--- src/rtl/prio_encoder_8to3_hs_if.sv ---
// Request/acknowledge bus for the 8-to-3 priority encoder.
// The slave modport is the encoder side and the master modport is the
// collector/consumer side.
//
// Handshake: the encoder raises valid with a stable index on y. The consumer
// answers with ack, which is sampled on a rising clk edge. One valid cycle
// that sees ack = 1 completes the transfer. ack while valid = 0 has no effect.
interface prio_encoder_8to3_hs_if;
    logic [7:0] x_n;        // active-low request lines, asynchronous to clk
    logic [2:0] g;          // enable triple, enabled when 3'b100
    logic       ack;        // consumer acknowledge
    logic [2:0] y;          // presented index
    logic       valid;      // y holds a presented request
    logic       gs_n;       // active low: some pending bit is set
    logic [7:0] pend;       // pending-event register (debug)
    logic       fsm_state;  // current FSM state (debug)

    modport slave (
        input  x_n,
        input  g,
        input  ack,
        output y,
        output valid,
        output gs_n,
        output pend,
        output fsm_state
    );

    modport master (
        output x_n,
        output g,
        output ack,
        input  y,
        input  valid,
        input  gs_n,
        input  pend,
        input  fsm_state
    );
endinterface

--- src/rtl/prio_encoder_8to3_hs.sv ---
// Registered 8-to-3 priority encoder with enable gating and a req/ack
// handshake. Falling edges on the synchronized x_n lines are latched as
// pending events. The highest-priority pending index is presented on y
// and held until it is acknowledged.
module prio_encoder_8to3_hs #(
    parameter int SYNC_STAGES    = 2,    // legal 1..3
    parameter bit LOW_PRIO_FIRST = 1'b0  // 0: index 7 wins, 1: index 0 wins
) (
    input  logic                   clk,
    input  logic                   rst,
    prio_encoder_8to3_hs_if.slave  bus
);

    localparam logic [0:0] ST_IDLE    = 1'b0;
    localparam logic [0:0] ST_PRESENT = 1'b1;

    logic [7:0] sync_q [SYNC_STAGES];
    logic [7:0] s_n;
    logic [7:0] h_n_q;
    logic [7:0] fall;
    logic       enabled;

    logic [0:0] state_q, state_d;
    logic [2:0] y_q, y_d;
    logic [7:0] pend_q, pend_d;
    logic       gs_n_q;
    logic [7:0] clr_mask;
    logic [2:0] sel_idx;

    // Returns the winning index among the set bits of p.
    // When p is zero the result is 0 and is not used.
    function automatic logic [2:0] pick(input logic [7:0] p);
        logic [2:0] idx;
        idx = 3'd0;
        if (LOW_PRIO_FIRST) begin
            for (int i = 7; i >= 0; i--) begin
                if (p[i]) idx = 3'(i);
            end
        end else begin
            for (int i = 0; i < 8; i++) begin
                if (p[i]) idx = 3'(i);
            end
        end
        return idx;
    endfunction

    // Synchronizer chain. It resets idle-high so that reset itself creates no events.
    always_ff @(posedge clk) begin
        if (rst) begin
            for (int k = 0; k < SYNC_STAGES; k++) sync_q[k] <= 8'hFF;
        end else begin
            sync_q[0] <= bus.x_n;
            for (int k = 1; k < SYNC_STAGES; k++) sync_q[k] <= sync_q[k-1];
        end
    end

    assign s_n = sync_q[SYNC_STAGES-1];

    // Edge history. It tracks s_n even while the block is disabled, so a line that is
    // already low on re-enable does not produce an event.
    always_ff @(posedge clk) begin
        if (rst) h_n_q <= 8'hFF;
        else     h_n_q <= s_n;
    end

    assign fall    = h_n_q & ~s_n;
    assign enabled = (bus.g == 3'b100);
    assign sel_idx = pick(pend_q);

    // Handshake FSM and pending update. A set from a new event wins over the
    // clear from an ack on the same bit.
    always_comb begin
        state_d  = state_q;
        y_d      = y_q;
        clr_mask = 8'h00;
        case (state_q)
            ST_IDLE: begin
                if (enabled && (pend_q != 8'h00)) begin
                    y_d     = sel_idx;
                    state_d = ST_PRESENT;
                end
            end
            ST_PRESENT: begin
                if (bus.ack) begin
                    clr_mask = 8'h01 << y_q;
                    state_d  = ST_IDLE;
                end
            end
            default: state_d = ST_IDLE;
        endcase
        pend_d = (pend_q & ~clr_mask) | (enabled ? fall : 8'h00);
    end

    // State, presented code, pending register and its summary flag.
    always_ff @(posedge clk) begin
        if (rst) begin
            state_q <= ST_IDLE;
            y_q     <= 3'd0;
            pend_q  <= 8'h00;
            gs_n_q  <= 1'b1;
        end else begin
            state_q <= state_d;
            y_q     <= y_d;
            pend_q  <= pend_d;
            gs_n_q  <= ~|pend_d;
        end
    end

    assign bus.y         = y_q;
    assign bus.valid     = (state_q == ST_PRESENT);
    assign bus.gs_n      = gs_n_q;
    assign bus.pend      = pend_q;
    assign bus.fsm_state = state_q;

endmodule

--- src/flat_wrapper.sv ---
// flat-port wrapper written by rule: the top's interface ports become plain ports
module prio_encoder_8to3_hs_flat 
#(
    parameter int SYNC_STAGES    = 2,                 
    parameter bit LOW_PRIO_FIRST = 1'b0                                     
)
  (clk, rst, bus_x_n, bus_g, bus_ack, bus_y, bus_valid, bus_gs_n, bus_pend, bus_fsm_state);
  prio_encoder_8to3_hs_if bus_i ();
  input  logic clk;
  input  logic rst;
  input wire logic [$bits(bus_i.x_n)-1:0] bus_x_n;
  input wire logic [$bits(bus_i.g)-1:0] bus_g;
  input wire logic [$bits(bus_i.ack)-1:0] bus_ack;
  output wire logic [$bits(bus_i.y)-1:0] bus_y;
  output wire logic [$bits(bus_i.valid)-1:0] bus_valid;
  output wire logic [$bits(bus_i.gs_n)-1:0] bus_gs_n;
  output wire logic [$bits(bus_i.pend)-1:0] bus_pend;
  output wire logic [$bits(bus_i.fsm_state)-1:0] bus_fsm_state;
  assign bus_i.x_n = bus_x_n;
  assign bus_i.g = bus_g;
  assign bus_i.ack = bus_ack;
  assign bus_y = bus_i.y;
  assign bus_valid = bus_i.valid;
  assign bus_gs_n = bus_i.gs_n;
  assign bus_pend = bus_i.pend;
  assign bus_fsm_state = bus_i.fsm_state;
  prio_encoder_8to3_hs #(.SYNC_STAGES(SYNC_STAGES), .LOW_PRIO_FIRST(LOW_PRIO_FIRST)) u_core (.clk(clk), .rst(rst), .bus(bus_i));
endmodule
--- config.mk ---
export PLATFORM = sky130hd
export DESIGN_NAME = prio_encoder_8to3_hs_flat
export DESIGN_NICKNAME = d
export VERILOG_FILES = /design/src/rtl/prio_encoder_8to3_hs_if.sv /design/src/rtl/prio_encoder_8to3_hs.sv /design/src/flat_wrapper.sv
export SDC_FILE = /design/constraint.sdc
export NUM_CORES = 1
export LEC_CHECK = 0
export ABC_AREA = 0
export BUFFER_PORTS_ARGS = -buffer_cell sky130_fd_sc_hd__buf_2
export CORE_AREA = 4 4 56 58
export DETAILED_ROUTE_END_ITERATION = 6
export DIE_AREA = 0 0 60 62
export PLACE_DENSITY = 0.78
export SLEW_MARGIN = 20
export SYNTH_ARGS = -nofsm -noshare
export SYNTH_HDL_FRONTEND = slang
export SYNTH_SLANG_ARGS = --single-unit
--- constraint.sdc ---
create_clock -name clk -period 1.4 [get_ports clk]
set_input_delay 0.14 -clock clk [delete_from_list [all_inputs] [get_ports clk]]
set_output_delay 0.14 -clock clk [all_outputs]
set_load 0.01 [all_outputs]
Yosys cells after proc, flatten, opt, wreduce, memory -nomap -nowiden
Memories as Yosys holds them, arrays and structs flattened.
Index checks and enable logic that the tools add are counted.
Widths: inputs -> output; s select.
- memories kept: 1
- output and inout bits: 14
- memory bits (writable): 16
- bits of input ports: 14
- bits in registers: 21
- logic and storage cells: 39
- reductions and logical operators: 5
- bitwise operators: 8
- multiplexer cells: 18
- equality and inequality tests: 1
- shift operators: 1
- memory list (name ; words ; bits a word ; rd ports ; clocked after Yosys merged registers in ; wr ports ; line ; text):
    u_core.sync_q ; 2 ; 8 ; 2 ; 0 ; 2 ; prio_encoder_8to3_hs.sv:17 ; logic [7:0] sync_q [SYNC_STAGES];
- operator list (kind ; number):
    $mux 8 ; 5
    $and 8x8->8 ; 2
    $not 8->8 ; 2
    $mux 3 ; 4
    $or 8x8->8 ; 1
    $reduce_bool 8->1 ; 1
    $reduce_or 8->1 ; 1
    $shl 1x3->8 const A ; 1
    $mux 1 ; 6
    $mux 2 ; 2
    $eq 3x3->1 const B ; 1
    $or 1x1->1 ; 2
    $pmux 1 s2 ; 1
    $reduce_and 2->1 ; 1
    $logic_and 1x1->1 ; 1
    $logic_not 1->1 ; 1
    $not 1->1 ; 1

Logic depth before layout (Yosys ltp)
- word-level depth: 8
- mapped depth: 4
- depth with buffers taken out: 4

Least setup slack after synthesis
Ideal clock, no wire load.
- path kind: flip-flop to flip-flop
- start point: register u_core.pend_q[3] (netlist: u_core.bus.pend[3])
- end point: register u_core.y_q[0] (netlist: u_core.bus.y[0])
- path buffers: 0
- clock period less this slack: 1287 ps
- arrival time: 1153 ps
- cell stages (with the launch flop): 5
- library setup time: 134 ps
- required time: 1266 ps
- path slack: 113 ps
- cells stage by stage: dfxtp_1 nor4_1 a211oi_4 o21ai_0 a31oi_1
- word-level cells in the longest chain between the ends: 5
- elaborated cells on any way between the ends: 8
- those cells by class: mux (5); reduce/logical (3)
- ends and longest elaborated chain (what ; line ; text):
    start: declaration ; prio_encoder_8to3_hs.sv:25 ; logic [7:0] pend_q, pend_d;
    start signal: assignment ; prio_encoder_8to3_hs.sv:104 ; pend_q <= pend_d;
    $mux 2 ; prio_encoder_8to3_hs.sv:41 ; if (p[i]) idx = 3'(i);
    $mux 3 (4 in a row) ; prio_encoder_8to3_hs.sv:41 ;
    end signal: assignment ; prio_encoder_8to3_hs.sv:103 ; y_q <= y_d;
    end: declaration ; prio_encoder_8to3_hs.sv:24 ; logic [2:0] y_q, y_d;
Parallel ways exist; a longest one is shown, timed or not.
A chain may end at the register's enable or synchronous reset.

Worst setup path in the final report
- start point: register u_core.state_q (netlist: u_core.bus.fsm_state)
- end point: register u_core.gs_n_q (netlist: u_core.bus.gs_n)
- word-level cells in the longest chain between the ends: 6
- ends and longest elaborated chain (what ; line ; text):
    start: declaration ; prio_encoder_8to3_hs.sv:23 ; logic [0:0] state_q, state_d;
    start signal: assignment ; prio_encoder_8to3_hs.sv:102 ; state_q <= state_d;
    $mux 8 ; prio_encoder_8to3_hs.sv:76 ; case (state_q)
    $not 8->8 ; prio_encoder_8to3_hs.sv:91 ; pend_d = (pend_q & ~clr_mask) | (enabled ? fall : 8'h00);
    $and 8x8->8 ; prio_encoder_8to3_hs.sv:91 ;
    $or 8x8->8 ; prio_encoder_8to3_hs.sv:91 ;
    $reduce_or 8->1 ; prio_encoder_8to3_hs.sv:105 ; gs_n_q <= ~|pend_d;
    $logic_not 1->1 ; prio_encoder_8to3_hs.sv:105 ;
    end signal: assignment ; prio_encoder_8to3_hs.sv:105 ;
    end: declaration ; prio_encoder_8to3_hs.sv:26 ; logic gs_n_q;
No other way between the ends.

==> impl_metrics.json <==
{
  "cts_inserted_buffers": 5,
  "start_util": 0.486,
  "crit_fanout": 6,
  "synthTopCellsByArea": "dfxtp_1 (57%), or2_2 (12%), a21oi_1 (4.3%), nor2b_1 (3.9%), o21ai_0 (3.1%)",
  "worst_ir_drop_vdd_mv": 0.779,
  "skew_ps": 2.81,
  "portBuffers": 27,
  "core_um2": 2660,
  "syn-num-nets": 146,
  "fmax_mhz": 751,
  "synth-seq-cells": 37,
  "netlist_area_um2": 1290,
  "nets": 193,
  "globalRouteTotalUtil": 0.160,
  "wl_per_cell_um": 12.4,
  "grt_max_degree": 37,
  "cp-start-kind": "register",
  "hold_start": "bus_ack",
  "worstSetupPathType": "register to register",
  "antenna_found_initial": 0,
  "cts-root-buf": "clkbuf_4",
  "drtAntennaViolNets": 0,
  "vias": 1059,
  "r2r_cells": 4,
  "die_h_um": 62,
  "ys.flop_type": "dfxtp_1",
  "min_path_cells": 4,
  "syn_area_per_cell_um2": 9.81,
  "hold_class": "input pin to register",
  "setup_viol": 0,
  "clock_sinks": 37,
  "min_to": "u_core.bus.fsm_state",
  "power.leakage_nw": 0.692,
  "yosys.area.top_type_share": 0.572,
  "cp-end-kind": "register",
  "path_clk_slew_ps": 90,
  "area_growth_pct": 31.5,
  "post-route-drc-count": 0,
  "final_max_slew_viol_count": 0,
  "crit_required_ps": 1650,
  "grt_pass1_wl_mm": 4.24,
  "r2r-end": "u_core.bus.gs_n",
  "r2r_setup_slack_ps": 70,
  "ys.warnings.count": 0,
  "fin_crit_sh": 0.951,
  "die_w_um": 60,
  "synth-seq-area-share": 0.572,
  "drtIter0Drc": 48,
  "first_pass_iters": 4,
  "routabilityCongestion": 0.950,
  "synth_area_leader_cell": "dfxtp_1",
  "via_per_inst": 5.04,
  "postSynth.asyncResetShare": 0,
  "cts_htree_levels": 2,
  "clock_path_buffers": 2,
  "dp_hpwl_mm": 1.76,
  "slew_headroom": 0.659,
  "rsz0062_at_grt": "yes",
  "cts_tree": "done",
  "r2r-start": "u_core.bus.fsm_state",
  "hold_violations": 0,
  "worst_pin_slew_ps": 512,
  "placementRows": 19,
  "grt_pass1_vias": 1018,
  "critical_path_arrival_ps": 1580,
  "power.density_nw_per_um2": 1040,
  "globalRouteOverflowTotal": 0,
  "clk_latency_ps": 330,
  "io_pins": 28,
  "finalWirelength_mm": 2.60,
  "utilization": 0.640,
  "fin_hold_ws_ps": 170,
  "yosysUniqueCellTypes": 25,
  "diodes": 0,
  "period_needed_ps": 1330,
  "die_area_um2": 3720,
  "layout-drive-gt1-share": 0.453,
  "max_cap_viol_count": 0,
  "status": "completed",
  "postSynthCellCount": 132,
  "synth_edf_count": 0,
  "finalPower_mw": 1.78
}
-- cells in the mapped netlist, types with 2 or more instances --
cell,instances
dfxtp_1,37
nor2b_1,8
nor4_1,3
inv_1,4
o21ai_0,8
or2_2,24
o31ai_1,3
nand2_1,9
a21oi_1,11
nand2b_1,3
nand4_1,2
clkbuf_1,4
nor2_1,4
-- cells in the final DEF (no fill, tap or decap), types with 2 or more instances in the layout --
| cell type | synthesis | layout |
|---|---|---|
| a21oi_1 | 11 | 11 |
| buf_2 | 0 | 27 |
| buf_4 | 1 | 10 |
| clkbuf_4 | 0 | 5 |
| dfxtp_1 | 37 | 31 |
| dfxtp_2 | 0 | 3 |
| dfxtp_4 | 0 | 3 |
| dlygate4sd3_1 | 0 | 8 |
| inv_1 | 4 | 4 |
| nand2_1 | 9 | 9 |
| nand2b_1 | 3 | 3 |
| nand4_1 | 2 | 2 |
| nor2_1 | 4 | 4 |
| nor2b_1 | 8 | 8 |
| nor4_1 | 3 | 2 |
| nor4_2 | 1 | 2 |
| o21ai_0 | 8 | 3 |
| o21ai_1 | 0 | 5 |
| o31ai_1 | 3 | 2 |
| or2_2 | 24 | 24 |
-- worst max-delay path: stages, from the launching register on --
cell and delay (ps):
dfxtp_2 380, nand3_1 150, o31ai_1 330, nand4_1 160, o31ai_1 240
-- metrics by stage --
stage / std cells / TNS, ps / setup slack, ps / cell area, um2
after floorplan: 132 / 0 / 113 / 1290
final: 210 / 0 / 67.9 / 1700
after CTS: 207 / 0 / 32.3 / 1640
after detailed placement: 192 / 0 / 23.6 / 1500
after global placement: 192 / 0 / 19.3 / 1500
after global routing: 210 / -68.6 / -68.6 / 1700
-- kinds of logic (layout without fill, tap and decap cells) --
logic type	count (synthesis)	count (layout)	synth area share
simple gates	59	59	0.270
flops	37	37	0.572
compound gates	27	27	0.129
buf+inv	9	56	0.0290
-- how the worst max path moves through the flow --
stage                               from               to  slack (ps)  cells past startpoint
floorplan             u_core.bus.pend[3]  u_core.bus.y[0]         110                      4
global placement    u_core.bus.fsm_state  u_core.bus.gs_n          20                      4
detailed placement              bus_g[1]  u_core.bus.y[2]          20                      5
CTS                   u_core.bus.pend[4]  u_core.bus.y[1]          30                      5
global route             u_core.bus.y[2]  u_core.bus.gs_n         -70                      4
finish              u_core.bus.fsm_state  u_core.bus.gs_n          70                      4
-- state kept, by name, indices dropped and copies added, names as in the netlist --
register and cells:
u_core.bus.gs_n 1, u_core.bus.fsm_state 1, u_core.h_n_q 8, u_core.bus.y 3
u_core.bus.pend 8, u_core.sync_q 16
-- power breakdown --
part / internal [mW] / total, mW / switching [mW]
Combinational: 0.0753 / 0.134 / 0.0590
Sequential: 1.08 / 1.09 / 0.0138
Clock: 0.237 / 0.548 / 0.311
-- timing repair --
item / 4_1_cts / 5_1_grt
endpoints found under the setup margin: 1 / 4
pin swaps: 1 / 7
setup buffers: 0 / 3
hold endpoints to repair: 8 / 0
gates resized for setup: 4 / 15
hold buffers: 8 / 0
-- final cells by class --
class                   count  area [um2]
fillers                   224         960
inverters                   4        15.0
flip-flops and latches     37         756
multi-input cells          86         548
well taps                  31        38.8
repair buffers             45         290
clock buffers               7        55.1
-- routing by layer --
| layer | GRT usage | part of all wire | vias up |
|---|---|---|---|
| li1 | - | - | 536 |
| met1 | 0.173 | 0.41 | 478 |
| met2 | 0.264 | 0.48 | 39 |
| met3 | 0.0661 | 0.091 | 6 |
| met4 | 0.0949 | 0.017 | 0 |
| met5 | 0 | 0 | - |
Note: power is estimated with default switching activity, not from simulation.
